==> config.mk <==
export PLATFORM = sky130hd
export DESIGN_NAME = if_fetch_stage
export DESIGN_NICKNAME = d
export VERILOG_FILES = /design/src/rtl/if_fetch_stage.sv
export SDC_FILE = /design/constraint.sdc
export NUM_CORES = 1
export LEC_CHECK = 0
export ABC_AREA = 1
export ABC_CLOCK_PERIOD_IN_PS = 6600
export CORE_ASPECT_RATIO = 0.75
export CORE_MARGIN = 8
export CORE_UTILIZATION = 45
export CTS_CLUSTER_SIZE = 28
export DETAILED_ROUTE_END_ITERATION = 6
export PLACE_DENSITY_LB_ADDON = 0.08
export SLEW_MARGIN = 15
export SYNTH_ARGS = -nofsm -noshare
export SYNTH_HDL_FRONTEND = slang
export SYNTH_SLANG_ARGS = --single-unit
==> constraint.sdc <==
create_clock -name clk -period 6.6 [get_ports clk]
set_input_delay 0.66 -clock clk [delete_from_list [all_inputs] [get_ports clk]]
set_output_delay 0.66 -clock clk [all_outputs]
set_load 0.05 [all_outputs]
==> src/rtl/if_fetch_stage.sv <==
// Instruction-fetch stage: owns the PC, issues in-order word fetches under a credit limit,
// and presents the oldest returned word as the IF/ID Curr_Pc / Curr_Instr pair.
module if_fetch_stage #(
    parameter int unsigned     PC_W    = 9,
    parameter int unsigned     DEPTH   = 2,
    parameter logic [PC_W-1:0] BOOT_PC = '0
) (
    input  logic            clk,
    input  logic            reset,
    output logic            imem_req_valid,
    output logic [PC_W-1:0] imem_req_addr,
    input  logic            imem_req_ready,
    input  logic            imem_rsp_valid,
    input  logic [31:0]     imem_rsp_data,
    input  logic            redirect_valid,
    input  logic [PC_W-1:0] redirect_pc,
    input  logic            stall,
    output logic            if_id_valid,
    output logic [PC_W-1:0] if_id_pc,
    output logic [31:0]     if_id_instr
);

    localparam int unsigned PTR_W     = (DEPTH > 1) ? $clog2(DEPTH) : 1;
    localparam int unsigned CNT_W     = $clog2(DEPTH + 1);
    localparam int unsigned SUM_W     = CNT_W + 1;
    localparam logic [31:0] NOP_INSTR = 32'h0000_0013;

    logic [PC_W-1:0]  fetch_pc_q, fetch_pc_d;
    logic             start_q;
    logic [CNT_W-1:0] out_cnt_q, out_cnt_d;
    logic [CNT_W-1:0] drop_cnt_q, drop_cnt_d;
    logic [CNT_W-1:0] buf_cnt_q, buf_cnt_d;
    logic [PTR_W-1:0] buf_rd_q, buf_rd_d;
    logic [PTR_W-1:0] buf_wr_q, buf_wr_d;
    logic [PTR_W-1:0] ifq_rd_q, ifq_rd_d;
    logic [PTR_W-1:0] ifq_wr_q, ifq_wr_d;

    logic [PC_W-1:0]  buf_pc_q    [DEPTH];
    logic [31:0]      buf_instr_q [DEPTH];
    logic [PC_W-1:0]  ifq_pc_q    [DEPTH];

    logic             pop;
    logic             issue;
    logic             fire;
    logic             rsp_keep;
    logic [SUM_W-1:0] credit_used;
    logic             unused_redirect_lsbs;

    assign unused_redirect_lsbs = ^redirect_pc[1:0];

    // Credit: in-flight requests (including ones to be dropped) plus buffered words
    // may never exceed the buffer depth, so every response always has a slot.
    always_comb begin
        pop         = if_id_valid & ~stall;
        credit_used = SUM_W'(out_cnt_q) + SUM_W'(buf_cnt_q) - SUM_W'(pop);
        issue       = start_q & ~redirect_valid & (credit_used < SUM_W'(DEPTH));
        fire        = issue & imem_req_ready;
        rsp_keep    = imem_rsp_valid & ~redirect_valid & (drop_cnt_q == '0);
    end

    always_comb begin
        fetch_pc_d = fetch_pc_q;
        out_cnt_d  = out_cnt_q + CNT_W'(fire) - CNT_W'(imem_rsp_valid);
        drop_cnt_d = drop_cnt_q;
        buf_cnt_d  = buf_cnt_q;
        buf_rd_d   = buf_rd_q;
        buf_wr_d   = buf_wr_q;
        ifq_rd_d   = ifq_rd_q;
        ifq_wr_d   = ifq_wr_q;

        // The in-flight PC queue tracks every request, kept or dropped.
        if (fire) begin
            ifq_wr_d = ifq_wr_q + PTR_W'(1);
        end
        if (imem_rsp_valid) begin
            ifq_rd_d = ifq_rd_q + PTR_W'(1);
        end

        if (redirect_valid) begin
            // Everything still in flight after this edge belongs to the old path.
            fetch_pc_d = {redirect_pc[PC_W-1:2], 2'b00};
            drop_cnt_d = out_cnt_q - CNT_W'(imem_rsp_valid);
            buf_cnt_d  = '0;
            buf_rd_d   = '0;
            buf_wr_d   = '0;
        end else begin
            if (fire) begin
                fetch_pc_d = fetch_pc_q + PC_W'(4);
            end
            if (imem_rsp_valid && (drop_cnt_q != '0)) begin
                drop_cnt_d = drop_cnt_q - CNT_W'(1);
            end
            if (rsp_keep) begin
                buf_wr_d = buf_wr_q + PTR_W'(1);
            end
            if (pop) begin
                buf_rd_d = buf_rd_q + PTR_W'(1);
            end
            buf_cnt_d = buf_cnt_q + CNT_W'(rsp_keep) - CNT_W'(pop);
        end
    end

    always_ff @(posedge clk or negedge reset) begin
        if (!reset) begin
            fetch_pc_q <= {BOOT_PC[PC_W-1:2], 2'b00};
            start_q    <= 1'b0;
            out_cnt_q  <= '0;
            drop_cnt_q <= '0;
            buf_cnt_q  <= '0;
            buf_rd_q   <= '0;
            buf_wr_q   <= '0;
            ifq_rd_q   <= '0;
            ifq_wr_q   <= '0;
        end else begin
            fetch_pc_q <= fetch_pc_d;
            start_q    <= 1'b1;
            out_cnt_q  <= out_cnt_d;
            drop_cnt_q <= drop_cnt_d;
            buf_cnt_q  <= buf_cnt_d;
            buf_rd_q   <= buf_rd_d;
            buf_wr_q   <= buf_wr_d;
            ifq_rd_q   <= ifq_rd_d;
            ifq_wr_q   <= ifq_wr_d;
        end
    end

    // Payload storage; validity is carried entirely by the counters and pointers.
    always_ff @(posedge clk) begin
        if (fire) begin
            ifq_pc_q[ifq_wr_q] <= fetch_pc_q;
        end
        if (rsp_keep) begin
            buf_pc_q[buf_wr_q]    <= ifq_pc_q[ifq_rd_q];
            buf_instr_q[buf_wr_q] <= imem_rsp_data;
        end
    end

    assign imem_req_valid = issue;
    assign imem_req_addr  = fetch_pc_q;
    assign if_id_valid    = (buf_cnt_q != '0);
    assign if_id_pc       = if_id_valid ? buf_pc_q[buf_rd_q] : '0;
    assign if_id_instr    = if_id_valid ? buf_instr_q[buf_rd_q] : NOP_INSTR;

endmodule

==> flow_metrics.tcl <==
set metrics [dict create \
    half_perimeter_wire_length_after_detailed_placement_um 6230 \
    power_frac_comb_pct 42.0 \
    p_sw_share_pct 41.1 \
    synth-seq-area-share_pct 68.7 \
    synthDominantCellAreaShare_pct 59.1 \
    fp.dieW_um 134 \
    finalPower_w 0.00240 \
    worst_hold_path_type "reg -> reg" \
    worst_reg2reg_startpoint "buf_cnt_q[1]" \
    floorplan.die_area_um2 13900 \
    timing_worst_setup_path_type "reg -> out" \
    setup_viol_count_final 0 \
    clkSlewWorstSetupHoldPaths_ns 0.07 \
    startpoint "buf_cnt_q[1]" \
    hold_slack_ns 0.487 \
    fp.coreArea_um2 10200 \
    sequentialPowerShare_pct 37.2 \
    grt_pass1_wl_um 16100 \
    outcome "complete, no violations" \
    critical_path_required_ns 5.94 \
    remaining_drc_errors 0 \
    clk_latency_ns 0.34 \
    cts_sinks 110 \
    ys_types 27 \
    clockBufferDepth 2 \
    achievable-frequency_mhz 243 \
    number_of_max_capacitance_violations_reported 0 \
    cp.arrival_ns 3.46 \
    synth_area_leaders "sky130_fd_sc_hd__edfxtp_1 59%, sky130_fd_sc_hd__dfrtp_1 9.6%, sky130_fd_sc_hd__nand2_1 9.6%, sky130_fd_sc_hd__a21oi_1 4.2%, sky130_fd_sc_hd__ha_1 2.1%" \
    cp_top_family "simple AND/OR/NAND/NOR gates" \
    leakage_nw 2.24 \
    final_core_utilization_pct 57.9 \
    power.share.clock_pct 20.8 \
    syn_to_final_growth_pct 26.5 \
    clock-skew-final_ns 0.00482 \
    post_cts_resize_count 0 \
    synth_area_um2 4680 \
    start_util_pct 45.8 \
    yosysWarningCount 0 \
    vdd_ir_drop_max_v 0.000280 \
    post-place-ws_ns 2.83 \
    worst_hold_startpoint "drop_cnt_q[1]" \
    timing.critical_path.slowest_stage_cell "sky130_fd_sc_hd__clkdlybuf4s50_1" \
    antenna_found_initial 0 \
    setup.worst_path.end_class "output pin" \
    viasPerCell 4.84 \
    synth_area_per_inst_um2 12.1 \
    ioPinCount 99 \
    grt_start_max_net_pins 42 \
    htree_levels 3 \
    cpMostUsedCell "sky130_fd_sc_hd__nand2_1" \
    fin_crit_ns 4.12 \
    slew-limit-headroom_pct 34.5 \
    rsz0062_at_grt "false" \
    drt-initial-drc-count 160 \
    fillCellCount 862 \
    setup_tns_ns 0 \
    final_max_slew_viol_count 0 \
    antenna-diode-count 0 \
    finalNetCount 528 \
    drive_gt1_share_pct 8.60 \
    fin_ws_ns 2.48 \
    wire_length_after_detailed_routing_um 9660 \
    finalHoldViolations 0 \
    critical_path.max_stage_delay_ns 0.79 \
    cells_along_the_critical_path "nor2_4 -> nor2_2 -> nand2_1 -> inv_1 -> fa_1 -> nand2_1 -> nor2_2 -> nand2_1 -> inv_1 -> clkdlybuf4s50_1" \
    worst_slew_pin_slew_ns 0.980 \
    gp_congestion 0.759 \
    tritoncts.num_buffers 9 \
    post-route-period-util_pct 62.4 \
    timing.critical_path.from_type "flop" \
    postcts_setup_bufs 0 \
    grt_util_all_layers_pct 14.4 \
    cts_hold_repair.buffers 0 \
    cts_tree "yes" \
    synth.largest_area_cell "sky130_fd_sc_hd__edfxtp_1" \
    timing.critical_path.buf_inv 3 \
    cts-root-buf "sky130_fd_sc_hd__clkbuf_16" \
    internal_power_w 0.00141 \
    multi_input_area_um2 1210 \
    globalRoute.totalOverflow 0 \
    power-per-cell-area_nw_per_um2 406 \
    final_antenna_net_count 0 \
    buffers_on_ports 92 \
    die_h_um 104 \
    worstPathMaxFanout 38 \
    first_global_vias 3081 \
    register_area_um2 3210 \
    detailroute.via_count 2967 \
    core.rowCount 32 \
    per_cell_routed_wire_length_um 15.8 \
    p_switching_w 0.000985 \
    yosys_register_bits 110 \
    detail_route.first_pass.iterations 4 \
    post_synth_inst_count 385 \
]
==> registers in the layout, indices dropped and copies added, names as in the netlist <==
register       count
ifq_wr_q           1
buf_wr_q           1
start_q            1
buf_rd_q           1
ifq_rd_q           1
drop_cnt_q         2
buf_cnt_q          2
out_cnt_q          2
buf_pc_q          14
ifq_pc_q          14
imem_req_addr      7
buf_instr_q       64
==> area by class of cell <==
cell class	count	area share, %
Multi-Input combinational cell	230	20.5
Inverter	26	1.67
Timing Repair Buffer	95	16.0
Clock buffer	10	3.87
Sequential cell	110	54.3
Tap cell	136	2.88
Clock inverter	6	0.804
==> per-stage QoR <==
| stage | instances | instance area (um2) |
|---|---|---|
| 2_1_floorplan | 388 | 4690 |
| 3_3_place_gp | 597 | 5640 |
| 3_5_place_dp | 597 | 5640 |
| 4_1_cts | 613 | 5910 |
| 5_1_grt | 613 | 5910 |
| 6_report | 613 | 5910 |
==> final timing paths <==
path / endpoint / slack [ns] / cells past startpoint
hold reg to reg: drop_cnt_q[1] / 0.49 / 2
setup reg to reg: ifq_pc_q[1][6] / 3.07 / 9
min in group asynchronous: out_cnt_q[0] / 0.81 / 1
setup / recovery: imem_req_valid / 2.48 / 10
hold / removal: drop_cnt_q[1] / 0.49 / 2
max in group asynchronous: imem_req_addr[6] / 5.25 / 1
==> cell families after synthesis <==
logic type                 after synthesis  synth area share [%]
and+or+nand+nor                        154                  14.0
DFF                                    110                  68.7
buffers and inverters                   48                  6.07
AOI/OAI and AO/OA                       47                  5.24
adders and majority gates                9                  2.57
xor gates and xnor gates                 8                  1.50
muxes                                    7                  1.69
other                                    2                 0.161
==> cell usage in the layout (no fill, tap or decap) <==
cell / synthesis / final
sky130_fd_sc_hd__o21ai_1: 3 / 3
sky130_fd_sc_hd__mux2_2: 7 / 7
sky130_fd_sc_hd__edfxtp_1: 92 / 92
sky130_fd_sc_hd__conb_1: 2 / 5
sky130_fd_sc_hd__o21ai_0: 1 / 1
sky130_fd_sc_hd__buf_4: 6 / 3
sky130_fd_sc_hd__o22ai_1: 1 / 1
sky130_fd_sc_hd__clkbuf_16: 0 / 9
sky130_fd_sc_hd__nand3_1: 12 / 12
sky130_fd_sc_hd__fa_1: 1 / 1
sky130_fd_sc_hd__clkinv_1: 0 / 1
sky130_fd_sc_hd__o21bai_1: 2 / 2
sky130_fd_sc_hd__nor2_4: 0 / 3
sky130_fd_sc_hd__nor2_2: 2 / 2
sky130_fd_sc_hd__nor2_1: 10 / 7
sky130_fd_sc_hd__xor2_1: 5 / 5
sky130_fd_sc_hd__a21oi_1: 39 / 39
sky130_fd_sc_hd__nand4_1: 1 / 1
sky130_fd_sc_hd__xnor2_1: 3 / 3
sky130_fd_sc_hd__nand2_1: 120 / 120
sky130_fd_sc_hd__inv_6: 0 / 1
sky130_fd_sc_hd__nand3_2: 9 / 9
sky130_fd_sc_hd__dfrtp_1: 18 / 18
sky130_fd_sc_hd__inv_1: 24 / 24
sky130_fd_sc_hd__clkbuf_1: 0 / 1
sky130_fd_sc_hd__ha_1: 8 / 8
sky130_fd_sc_hd__a21oi_2: 1 / 1
sky130_fd_sc_hd__clkdlybuf4s50_1: 0 / 92
sky130_fd_sc_hd__clkinv_4: 0 / 4
sky130_fd_sc_hd__clkinv_2: 1 / 1
sky130_fd_sc_hd__inv_2: 1 / 1
==> synth_stat cells, drive strengths merged <==
library cell and n:
a21oi 40, buf 22, clkinv 1, conb 2, dfrtp 18, edfxtp 92, fa 1, ha 8
inv 25, mux2 7, nand2 120, nand3 21, nand4 1, nor2 12, o21ai 4, o21bai 2
o22ai 1, xnor2 3, xor2 5
==> tightest hold or removal path: cells and delay by family (launching register included) <==
family	cells	cell delay, ns
AND/OR/NAND/NOR	2	0.12
flip-flops	1	0.34
==> power groups by stage <==
stage	Sequential [W]	Clock [W]	Combinational, W
finish	0.000893	0.000500	0.00101
global placement	0.000907	0	0.00101
global route	0.000905	0.000539	0.00109
floorplan	0.000916	0	0.000715
CTS	0.000894	0.000516	0.00102
detailed placement	0.000909	0	0.00101
==> layer usage <==
metal / wire, um / vias up / GRT usage (%)
met3: 709 / 9 / 5.12
met2: 4460 / 73 / 22.3
li1: - / 1469 / -
met1: 4380 / 1416 / 18.5
met4: 102 / 0 / 4.32
met5: 0 / - / 0
(Power assumes the default switching activity.)
